`config.mk`:
```
export PLATFORM = sky130hd
export DESIGN_NAME = reg_wb_ctrl
export DESIGN_NICKNAME = d
export VERILOG_FILES = /design/src/rtl/reg_wb_pkg.sv /design/src/rtl/reg_wb_ctrl_wb_fifo.sv /design/src/rtl/reg_wb_ctrl.sv
export SDC_FILE = /design/constraint.sdc
export NUM_CORES = 1
export LEC_CHECK = 0
export ABC_AREA = 1
export CAP_MARGIN = 25
export CORE_UTILIZATION = 50
export DETAILED_ROUTE_END_ITERATION = 7
export MAX_ROUTING_LAYER = met4
export PLACE_DENSITY = 0.74
export SYNTH_ARGS = -nofsm -noshare
export SYNTH_HDL_FRONTEND = slang
export SYNTH_SLANG_ARGS = --single-unit
```
`constraint.sdc`:
```
create_clock -name clk -period 3.1 [get_ports clk]
set_input_delay 0.465 -clock clk [delete_from_list [all_inputs] [get_ports clk]]
set_output_delay 0.465 -clock clk [all_outputs]
set_load 0.005 [all_outputs]
```
`src/rtl/reg_wb_pkg.sv`:
```
// ----------------------------------------------------------------------------
// reg_wb_pkg
// Shared definitions for the register writeback controller:
//   REG_AW_DFLT / DATA_W_DFLT : default register address / data widths
//   REG_ZERO                  : architectural zero register (never written,
//                               never marked busy)
//   wb_req_t                  : one writeback request {wreg, data} at the
//                               default widths
// ----------------------------------------------------------------------------
package reg_wb_pkg;

   localparam int REG_AW_DFLT = 5;
   localparam int DATA_W_DFLT = 32;

   localparam int unsigned REG_ZERO = 0;

   typedef struct packed {
      logic [REG_AW_DFLT-1:0] wreg;
      logic [DATA_W_DFLT-1:0] data;
   } wb_req_t;

endpackage

```
`src/rtl/reg_wb_ctrl_wb_fifo.sv`:
```
// ----------------------------------------------------------------------------
// wb_fifo
// Synchronous FIFO buffering memory-path writeback results until the
// register file write port is free.
// Ports:
//   clk, rst  : clock, synchronous active-high reset (pointers only)
//   i_push    : write i_data (ignored while full)
//   i_data    : entry to write
//   i_pop     : retire the head entry (ignored while empty)
//   o_head    : combinational view of the oldest entry
//   o_full    : DEPTH entries held
//   o_empty   : no entries held
// DEPTH must be a power of two and at least 2.
// ----------------------------------------------------------------------------
module wb_fifo
   import reg_wb_pkg::*;
#(
   parameter int W     = REG_AW_DFLT + DATA_W_DFLT,
   parameter int DEPTH = 4
) (
   input  logic         clk,
   input  logic         rst,
   input  logic         i_push,
   input  logic [W-1:0] i_data,
   input  logic         i_pop,
   output logic [W-1:0] o_head,
   output logic         o_full,
   output logic         o_empty
);

   localparam int AW = $clog2(DEPTH);

   // One extra pointer bit distinguishes full (wrapped) from empty.
   logic [AW:0]  r_wptr;
   logic [AW:0]  r_rptr;
   logic [W-1:0] r_mem [DEPTH];

   logic w_do_push;
   logic w_do_pop;

   assign o_empty   = (r_wptr == r_rptr);
   assign o_full    = (r_wptr[AW] != r_rptr[AW]) &&
                      (r_wptr[AW-1:0] == r_rptr[AW-1:0]);
   assign o_head    = r_mem[r_rptr[AW-1:0]];
   assign w_do_push = i_push && !o_full;
   assign w_do_pop  = i_pop && !o_empty;

   always_ff @(posedge clk) begin
      if (rst) begin
         r_wptr <= '0;
         r_rptr <= '0;
      end else begin
         if (w_do_push) r_wptr <= r_wptr + 1'b1;
         if (w_do_pop)  r_rptr <= r_rptr + 1'b1;
      end
   end

   // Storage carries data only; it needs no reset.
   always_ff @(posedge clk) begin
      if (w_do_push) r_mem[r_wptr[AW-1:0]] <= i_data;
   end

endmodule

```
`src/rtl/reg_wb_ctrl.sv`:
```
// ----------------------------------------------------------------------------
// reg_wb_ctrl
// Writeback controller and scoreboard in front of reg_file. Merges the
// single-cycle ALU results and buffered memory results onto the single
// register-file write port and stalls decode on RAW/WAW hazards against
// registers with pending writes.
// Ports:
//   clk, rst                     : clock, synchronous active-high reset
//   issue_valid/rs/rt/rd/wr      : instruction presented by decode
//   issue_stall                  : combinational hold request to decode
//   alu_wb_valid/reg/data        : ALU result (never back-pressured)
//   mem_wb_valid/ready/reg/data  : memory result handshake
//   regWrite/writeReg/writeData  : registered write port to reg_file
//   wb_err                       : sticky, writeback to a non-busy register
// Optional build macro REG_WB_BYPASS_EN adds fwd_rs_hit, fwd_rt_hit and
// fwd_data so a source being written this cycle is forwarded instead of
// stalling.
// ----------------------------------------------------------------------------
module reg_wb_ctrl
   import reg_wb_pkg::*;
#(
   parameter int DATA_W     = DATA_W_DFLT,
   parameter int REG_AW     = REG_AW_DFLT,
   parameter int FIFO_DEPTH = 4
) (
   input  logic              clk,
   input  logic              rst,
   input  logic              issue_valid,
   input  logic [REG_AW-1:0] issue_rs,
   input  logic [REG_AW-1:0] issue_rt,
   input  logic [REG_AW-1:0] issue_rd,
   input  logic              issue_wr,
   output logic              issue_stall,
   input  logic              alu_wb_valid,
   input  logic [REG_AW-1:0] alu_wb_reg,
   input  logic [DATA_W-1:0] alu_wb_data,
   input  logic              mem_wb_valid,
   output logic              mem_wb_ready,
   input  logic [REG_AW-1:0] mem_wb_reg,
   input  logic [DATA_W-1:0] mem_wb_data,
   output logic              regWrite,
   output logic [REG_AW-1:0] writeReg,
   output logic [DATA_W-1:0] writeData,
   output logic              wb_err
`ifdef REG_WB_BYPASS_EN
   ,
   output logic              fwd_rs_hit,
   output logic              fwd_rt_hit,
   output logic [DATA_W-1:0] fwd_data
`endif
);

   localparam int NREG = 1 << REG_AW;
   localparam int EW   = REG_AW + DATA_W;
   localparam logic [REG_AW-1:0] RZ = REG_AW'(REG_ZERO);

   logic [NREG-1:0]   r_busy;
   logic [NREG-1:0]   w_busy_nxt;
   logic              r_regwrite;
   logic [REG_AW-1:0] r_writereg;
   logic [DATA_W-1:0] r_writedata;
   logic              r_wb_err;

   logic              w_full;
   logic              w_empty;
   logic              w_push;
   logic              w_pop;
   logic [EW-1:0]     w_head;

   logic              w_sel_vld;
   logic [REG_AW-1:0] w_sel_reg;
   logic [DATA_W-1:0] w_sel_data;
   logic              w_sel_nz;

   logic              w_rs_stall;
   logic              w_rt_stall;
   logic              w_rd_stall;
   logic              w_issue_acc;

   // ---- memory result buffer ----------------------------------------------
   // Ready depends only on full, so no push is taken while full even if the
   // head is popped in the same cycle.
   assign mem_wb_ready = !w_full;
   assign w_push       = mem_wb_valid && !w_full;

   wb_fifo #(
      .W     (EW),
      .DEPTH (FIFO_DEPTH)
   ) u_fifo (
      .clk     (clk),
      .rst     (rst),
      .i_push  (w_push),
      .i_data  ({mem_wb_reg, mem_wb_data}),
      .i_pop   (w_pop),
      .o_head  (w_head),
      .o_full  (w_full),
      .o_empty (w_empty)
   );

   // ---- arbitration: ALU has strict priority over the FIFO head -----------
   always_comb begin
      w_sel_vld  = 1'b0;
      w_sel_reg  = '0;
      w_sel_data = '0;
      w_pop      = 1'b0;
      if (alu_wb_valid) begin
         w_sel_vld  = 1'b1;
         w_sel_reg  = alu_wb_reg;
         w_sel_data = alu_wb_data;
      end else if (!w_empty) begin
         w_sel_vld  = 1'b1;
         w_pop      = 1'b1;
         w_sel_reg  = w_head[EW-1:DATA_W];
         w_sel_data = w_head[DATA_W-1:0];
      end
   end

   assign w_sel_nz = (w_sel_reg != RZ);

   // ---- hazard detection ----------------------------------------------------
`ifdef REG_WB_BYPASS_EN
   // A source being written this cycle is covered by the forward path even
   // though its busy bit only clears at the end of the cycle.
   assign fwd_rs_hit = r_regwrite && (r_writereg == issue_rs);
   assign fwd_rt_hit = r_regwrite && (r_writereg == issue_rt);
   assign fwd_data   = r_writedata;
   assign w_rs_stall = r_busy[issue_rs] && !fwd_rs_hit;
   assign w_rt_stall = r_busy[issue_rt] && !fwd_rt_hit;
`else
   assign w_rs_stall = r_busy[issue_rs];
   assign w_rt_stall = r_busy[issue_rt];
`endif
   // WAW: a second writer of a busy register waits for the first to land.
   assign w_rd_stall  = issue_wr && r_busy[issue_rd];
   assign issue_stall = issue_valid && (w_rs_stall || w_rt_stall || w_rd_stall);
   assign w_issue_acc = issue_valid && !issue_stall;

   // ---- scoreboard update ---------------------------------------------------
   // Set and clear never hit the same register in one cycle: the WAW term
   // holds any issue whose rd is still busy.
   always_comb begin
      w_busy_nxt = r_busy;
      if (r_regwrite) w_busy_nxt[r_writereg] = 1'b0;
      if (w_issue_acc && issue_wr && (issue_rd != RZ)) w_busy_nxt[issue_rd] = 1'b1;
   end

   always_ff @(posedge clk) begin
      if (rst) r_busy <= '0;
      else     r_busy <= w_busy_nxt;
   end

   // ---- write port register -------------------------------------------------
   always_ff @(posedge clk) begin
      if (rst) begin
         r_regwrite  <= 1'b0;
         r_writereg  <= '0;
         r_writedata <= '0;
         r_wb_err    <= 1'b0;
      end else begin
         r_regwrite <= w_sel_vld && w_sel_nz;
         if (w_sel_vld) begin
            r_writereg  <= w_sel_reg;
            r_writedata <= w_sel_data;
         end
         if (w_sel_vld && w_sel_nz && !r_busy[w_sel_reg]) r_wb_err <= 1'b1;
      end
   end

   assign regWrite  = r_regwrite;
   assign writeReg  = r_writereg;
   assign writeData = r_writedata;
   assign wb_err    = r_wb_err;

endmodule

```
---- Yosys cells after proc, flatten, opt, wreduce, memory -nomap -nowiden ----
Memories as Yosys holds them, arrays and structs flattened. A register that Yosys moved wholly into a read port is not among the register bits.
Index checks and enable logic that the tools add are counted.
operators by class
  $add $sub $neg .......................... 2
  magnitude comparators ................... 7
  equal/unequal tests ..................... 3
  muxes and demuxes ....................... 25
  bitwise gates (word level) .............. 3
  reduce and logical (&&, ||, !) cells .... 21
operators with widths
  kind                   count
  $mux W32               4
  $and A32 B32 Y32       1
  $not A32 Y32           1
  $or A32 B32 Y32        1
  $lt A5 B6 Y1 const B   5
  $bmux W1 S5            4
  $logic_and A1 B1 Y1    13
  $mux W1                11
  $demux W1 S5           2
  $ge A5 B1 Y1 const B   2
  $mux W5                2
  $reduce_bool A5 Y1     2
  $add A3 B1 Y3 const B  2
  $logic_not A1 Y1       4
  $mux W2                2
  $eq A3 B3 Y1           1
  $eq A2 B2 Y1           1
  $logic_or A1 B1 Y1     2
  $ne A1 B1 Y1           1
word-level totals
  register bits after elaboration ......... 77
  bits in writable memories ............... 148
  input bits .............................. 95
  output and inout port bits .............. 41
  memories ................................ 1
memory list
  name          words  width  rd ports  clocked after Yosys merged registers in  wr ports  line                       source
  u_fifo.r_mem  4      37     1         1                                        1         reg_wb_ctrl_wb_fifo.sv:36  logic [W-1:0] r_mem [DEPTH];

---- Longest topological paths before layout ----
  depth after elaboration ................. 10
  depth in mapped cells ................... 18

---- By module ----
A second synthesis with hierarchy kept.
second synthesis, totals
  cells, all modules ...................... 1,231
  area, all modules ....................... 11,020.6 um^2
modules (own cells, without submodules)
  module       instances  cells an instance  area each (um^2)
  wb_fifo      1          434                5,974.5
  reg_wb_ctrl  1          797                5,046.1

---- Least setup slack after synthesis ----
Ideal clock, no wire load.
  path type ............................... register to register
  start point ............................. reg u_fifo.r_wptr[1]
  end point ............................... mem u_fifo.r_mem[3][0] in the netlist's numbering (enable)
  arrival ................................. 2.707 ns
  slack ................................... -0.040 ns
  stages on the path, launching flop included .. 9
  buffers on the path ..................... 1
  period minus slack after synthesis ...... 3.140 ns
  cells stage by stage .................... dfxtp_1 > inv_1 > nand2_1 > nand2_1 > and2_1 > clkbuf_1 > nand3_1 > nand2_1 > nor2_1
between the ends
  cells in the longest elaborated chain, start to end .. 7
RTL lines
  what                               line                       source
  from (decl)                        reg_wb_ctrl_wb_fifo.sv:34  logic [AW:0] r_wptr;
  from (signal assigned)             reg_wb_ctrl_wb_fifo.sv:53  if (w_do_push) r_wptr <= r_wptr + 1'b1;
  $eq A2 B2 Y1 (*)                   reg_wb_ctrl_wb_fifo.sv:43  (r_wptr[AW-1:0] == r_rptr[AW-1:0]);
  $logic_and A1 B1 Y1 (*)            reg_wb_ctrl_wb_fifo.sv:42  assign o_full = (r_wptr[AW] != r_rptr[AW]) &&
  $logic_not A1 Y1 (*)               n/a
  net mem_wb_ready                   reg_wb_ctrl.sv:38          output logic mem_wb_ready,
  $logic_and A1 B1 Y1                reg_wb_ctrl.sv:84          assign w_push = mem_wb_valid && !w_full;
  $logic_and A1 B1 Y1 (*)            reg_wb_ctrl_wb_fifo.sv:45  assign w_do_push = i_push && !o_full;
  $mux W1 (*)                        reg_wb_ctrl_wb_fifo.sv:60  if (w_do_push) r_mem[r_wptr[AW-1:0]] <= i_data;
  $mux W1 (not written as such) (*)  reg_wb_ctrl_wb_fifo.sv:60
  to (decl)                          reg_wb_ctrl_wb_fifo.sv:36
The timed path passes the listed nets; every way through them passes the cells marked *.

---- Worst setup path after layout ----
  start point ............................. in issue_rd[2]
  end point ............................... out issue_stall
between the ends
  cells in the longest elaborated chain, start to end .. 5
RTL lines
  what                           line                source
  from (decl)                    reg_wb_ctrl.sv:31   input logic [REG_AW-1:0] issue_rd,
  $bmux W1 S5                    reg_wb_ctrl.sv:134  assign w_rd_stall = issue_wr && r_busy[issue_rd];
  $mux W1 (not written as such)  reg_wb_ctrl.sv:134
  $logic_and A1 B1 Y1            reg_wb_ctrl.sv:134
  $logic_or A1 B1 Y1             reg_wb_ctrl.sv:135  assign issue_stall = issue_valid && (w_rs_stall || w_rt_stall || w_rd_stall);
  $logic_and A1 B1 Y1            reg_wb_ctrl.sv:135
  to (decl)                      reg_wb_ctrl.sv:33   output logic issue_stall,
No other way between the ends. The select of a mux whose other input is x is not followed.

==> metrics.md <==
| Metric | Value |
|---|---|
| Worst-path maximum fanout | `5` |
| Internal | `slightly below 6 mW` |
| Final Max Slew Viols | `0` |
| Multi-input logic area | `between 3000 and 4000 µm²` |
| Yosys reg bits | `between 200 and 250` |
| Unique masters post-synth | `33` |
| Design Area, Final | `roughly 13000 µm²` |
| CTS Sinks | `about 230` |
| Wire per inst | `18.9 µm` |
| Switching Fraction | `0.268` |
| Initial Util | `0.514` |
| Antenna violations before repair | `1` |
| Vias in the first global route | `between 8k and 9k` |
| Commonest non-fill, non-tap cell in the layout | `nand2_1` |
| Yosys warns | `0` |
| Area grow syn2layout | `24.5%` |
| Fillers | `1664` |
| # hold bufs at CTS | `0` |
| Layout cell share with drive strength beyond 1 | `0.0800` |
| Initial DRT Pass Iterations | `8` |
| ANT nets after route | `0` |
| Fin Hold WS | `around 0.47 ns` |
| Via Count | `8931` |
| Pwr dens | `just over 600 nW/µm²` |
| DR DRC count | `0` |
| All-Layer GR Usage | `0.281` |
| Die Span X | `147 µm` |
| Power share of the sequential group | `0.444` |
| Syn Area/Cell | `a little over 9 µm²` |
| First-pass GRT wire length | `45.8 mm` |
| Syn_nets | `between 1k and 1.5k` |
| Clock Path Buffers | `3` |
| Row cnt | `52` |
| Placed insts | `between 1.5k and 2k` |
| Worst setup SP type | `input pin` |
| Reg area | `around 6000 µm²` |
| WS Path Type | `in2out` |
| RSZ-0062 raised after global routing | `no` |
| Placed Area | `approximately 12000 µm²` |
| Total CTS buffers | `23` |
| Arr. time, crit path | `roughly 2.5 ns` |
| Final cycle utilization of the critical path | `0.962` |
| Mapped Area | `10500 µm²` |
| Max_cap viols | `0` |
| Resized Gates After CTS | `0` |
| Drt total wl | `29.6 mm` |
| Clock skew | `around 0.017 ns` |
| Crit. End Element | `output port` |
| Final non-filler cell total | `around 1.6k` |
| Most frequent cells in the layout | `162 x nand2_1, 148 x o21ai_0, 148 x edfxtp_1` |
| Clk pwr share | `0.375` |
| Outcome | `finished, final reports clean` |
| Root Buffer | `clkbuf_16` |
| Sw power | `around 2.1 mW` |
| Max_slew headroom | `0.543` |
| Port Buffers | `~140` |
| Nets@finish | `roughly 1.4k` |
| Largest net degree at the start of global routing | `between 60 and 70` |
| Total leakage power | `between 5 and 6 nW` |
| Min Tclk post-route | `about 3.0 ns` |
| Final Power | `roughly 7.9 mW` |
| Core area | `a little over 20000 µm²` |
| Die area | `21500 µm²` |
| H-Tree Depth | `1` |
| DR vias/cell | `5.68` |
| IO Pins | `136` |
| CTS tree | `done` |
| Worst-path clk slew | `0.06 ns` |
| Total congestion overflow | `0` |
| Die Span Y | `around 150 µm` |
| Final-report hold violation count | `0` |
| Initial DRC Count | `~860` |
| Fmax | `335 MHz` |
| Sequential-to-total area share from yosys stat | `0.575` |
| Actual slew at the worst max-slew pin | `0.686 ns` |
| Setup bufs post-CTS | `0` |
| Post-DP HPWL | `around 19 mm` |
| Combinational Power Share | `0.182` |
| Worst vdd ir | `roughly 460 µV` |
| RD Place Congestion | `a little under 1` |
| Final setup viols | `0` |
| Hold crit path type | `reg2reg` |
| Worst EP required | `about 2.6 ns` |
| Clock Latency Late Sink | `~0.5 ns` |
| Post-Syn Instances | `around 1.2k` |
## metrics by stage
stage,worst slack [ns],util,setup TNS [ns]
floorplan,-0.0247,-,-2.75
global placement,0.00543,0.598,0
detailed placement,0.0424,0.598,0
CTS,0.0248,0.637,0
global route,0.0108,0.640,0
finish,0.119,0.640,0
## final timing paths
path	startpoint	endpoint	slack [ns]	depth (start not counted)
max	issue_rd[2]	issue_stall	0.12	9
min	u_fifo.r_rptr[2]	u_fifo.r_rptr[2]	0.47	2
max reg2reg	u_fifo.r_rptr[2]	wb_err	0.70	17
min reg2reg	u_fifo.r_rptr[2]	u_fifo.r_rptr[2]	0.47	2
## state kept, by name, indices dropped and copies added, names as in the netlist, named ones only
name           count
u_fifo.r_rptr      3
r_busy            32
writeReg           5
writeData         32
u_fifo.r_mem     148
u_fifo.r_wptr      3
wb_err             1
regWrite           1
## routing by layer
metal	GRT usage	routed length (µm)
met1	0.381	12600
met2	0.436	13900
met3	0.0438	2450
met4	0.0839	686
met5	-	0
## kinds of logic after synthesis
group,Yosys count,share of synthesized area
buffers and inverters,215,0.0860
AO/OA/AOI/OAI,348,0.181
XOR/XNOR,1,0.000836
adder cells (fa/ha/maj),5,0.00597
flip-flops,227,0.575
AND/OR/NAND/NOR,356,0.151
## area by class of cell
| cell class | count | area share |
|---|---|---|
| sequential | 227 | 0.462 |
| tap | 270 | 0.0259 |
| clock inverter | 10 | 0.0145 |
| multi-input combinational | 710 | 0.276 |
| timing repair buffer | 170 | 0.129 |
| clock buffer | 32 | 0.0475 |
| inverter | 151 | 0.0441 |
| antenna | 1 | 0.000192 |
## critical path, stage by stage
cell             delay [ns]
clkdlybuf4s50_1        0.56
inv_1                  0.11
nor3_1                 0.33
o21ai_0                0.15
nand4_1                0.13
o21a_1                 0.15
o21ai_1                0.07
inv_1                  0.05
clkdlybuf4s50_1        0.49
## cell usage after synthesis, drive strengths merged
| cell type | count | area [µm²] |
|---|---|---|
| dfxtp | 79 | 1580 |
| and3 | 1 | 6.26 |
| and2 | 1 | 6.26 |
| nand4 | 6 | 37.5 |
| nand3b | 1 | 7.51 |
| a221oi | 27 | 236 |
| nor2 | 65 | 251 |
| clkbuf | 38 | 143 |
| inv | 151 | 567 |
| o21a | 1 | 7.51 |
| nand3 | 104 | 576 |
| nand2 | 168 | 646 |
| or2 | 1 | 6.26 |
| o21ai | 164 | 825 |
| ha | 5 | 62.6 |
| edfxtp | 148 | 4440 |
| o22ai | 23 | 144 |
| a21oi | 127 | 636 |
| xnor2 | 1 | 8.76 |
| buf | 26 | 191 |
| o211ai | 6 | 45.0 |
| nor3 | 9 | 45.0 |
## power groups by stage
| stage | clock (mW) | sequential (mW) | combinational (mW) |
|---|---|---|---|
| global placement | 0 | 3.56 | 1.39 |
| CTS | 2.99 | 3.50 | 1.42 |
| floorplan | 0 | 3.55 | 0.836 |
| finish | 2.96 | 3.51 | 1.44 |
| detailed placement | 0 | 3.57 | 1.41 |
| global route | 3.14 | 3.52 | 1.58 |
Power figures use the tool's default switching activity.
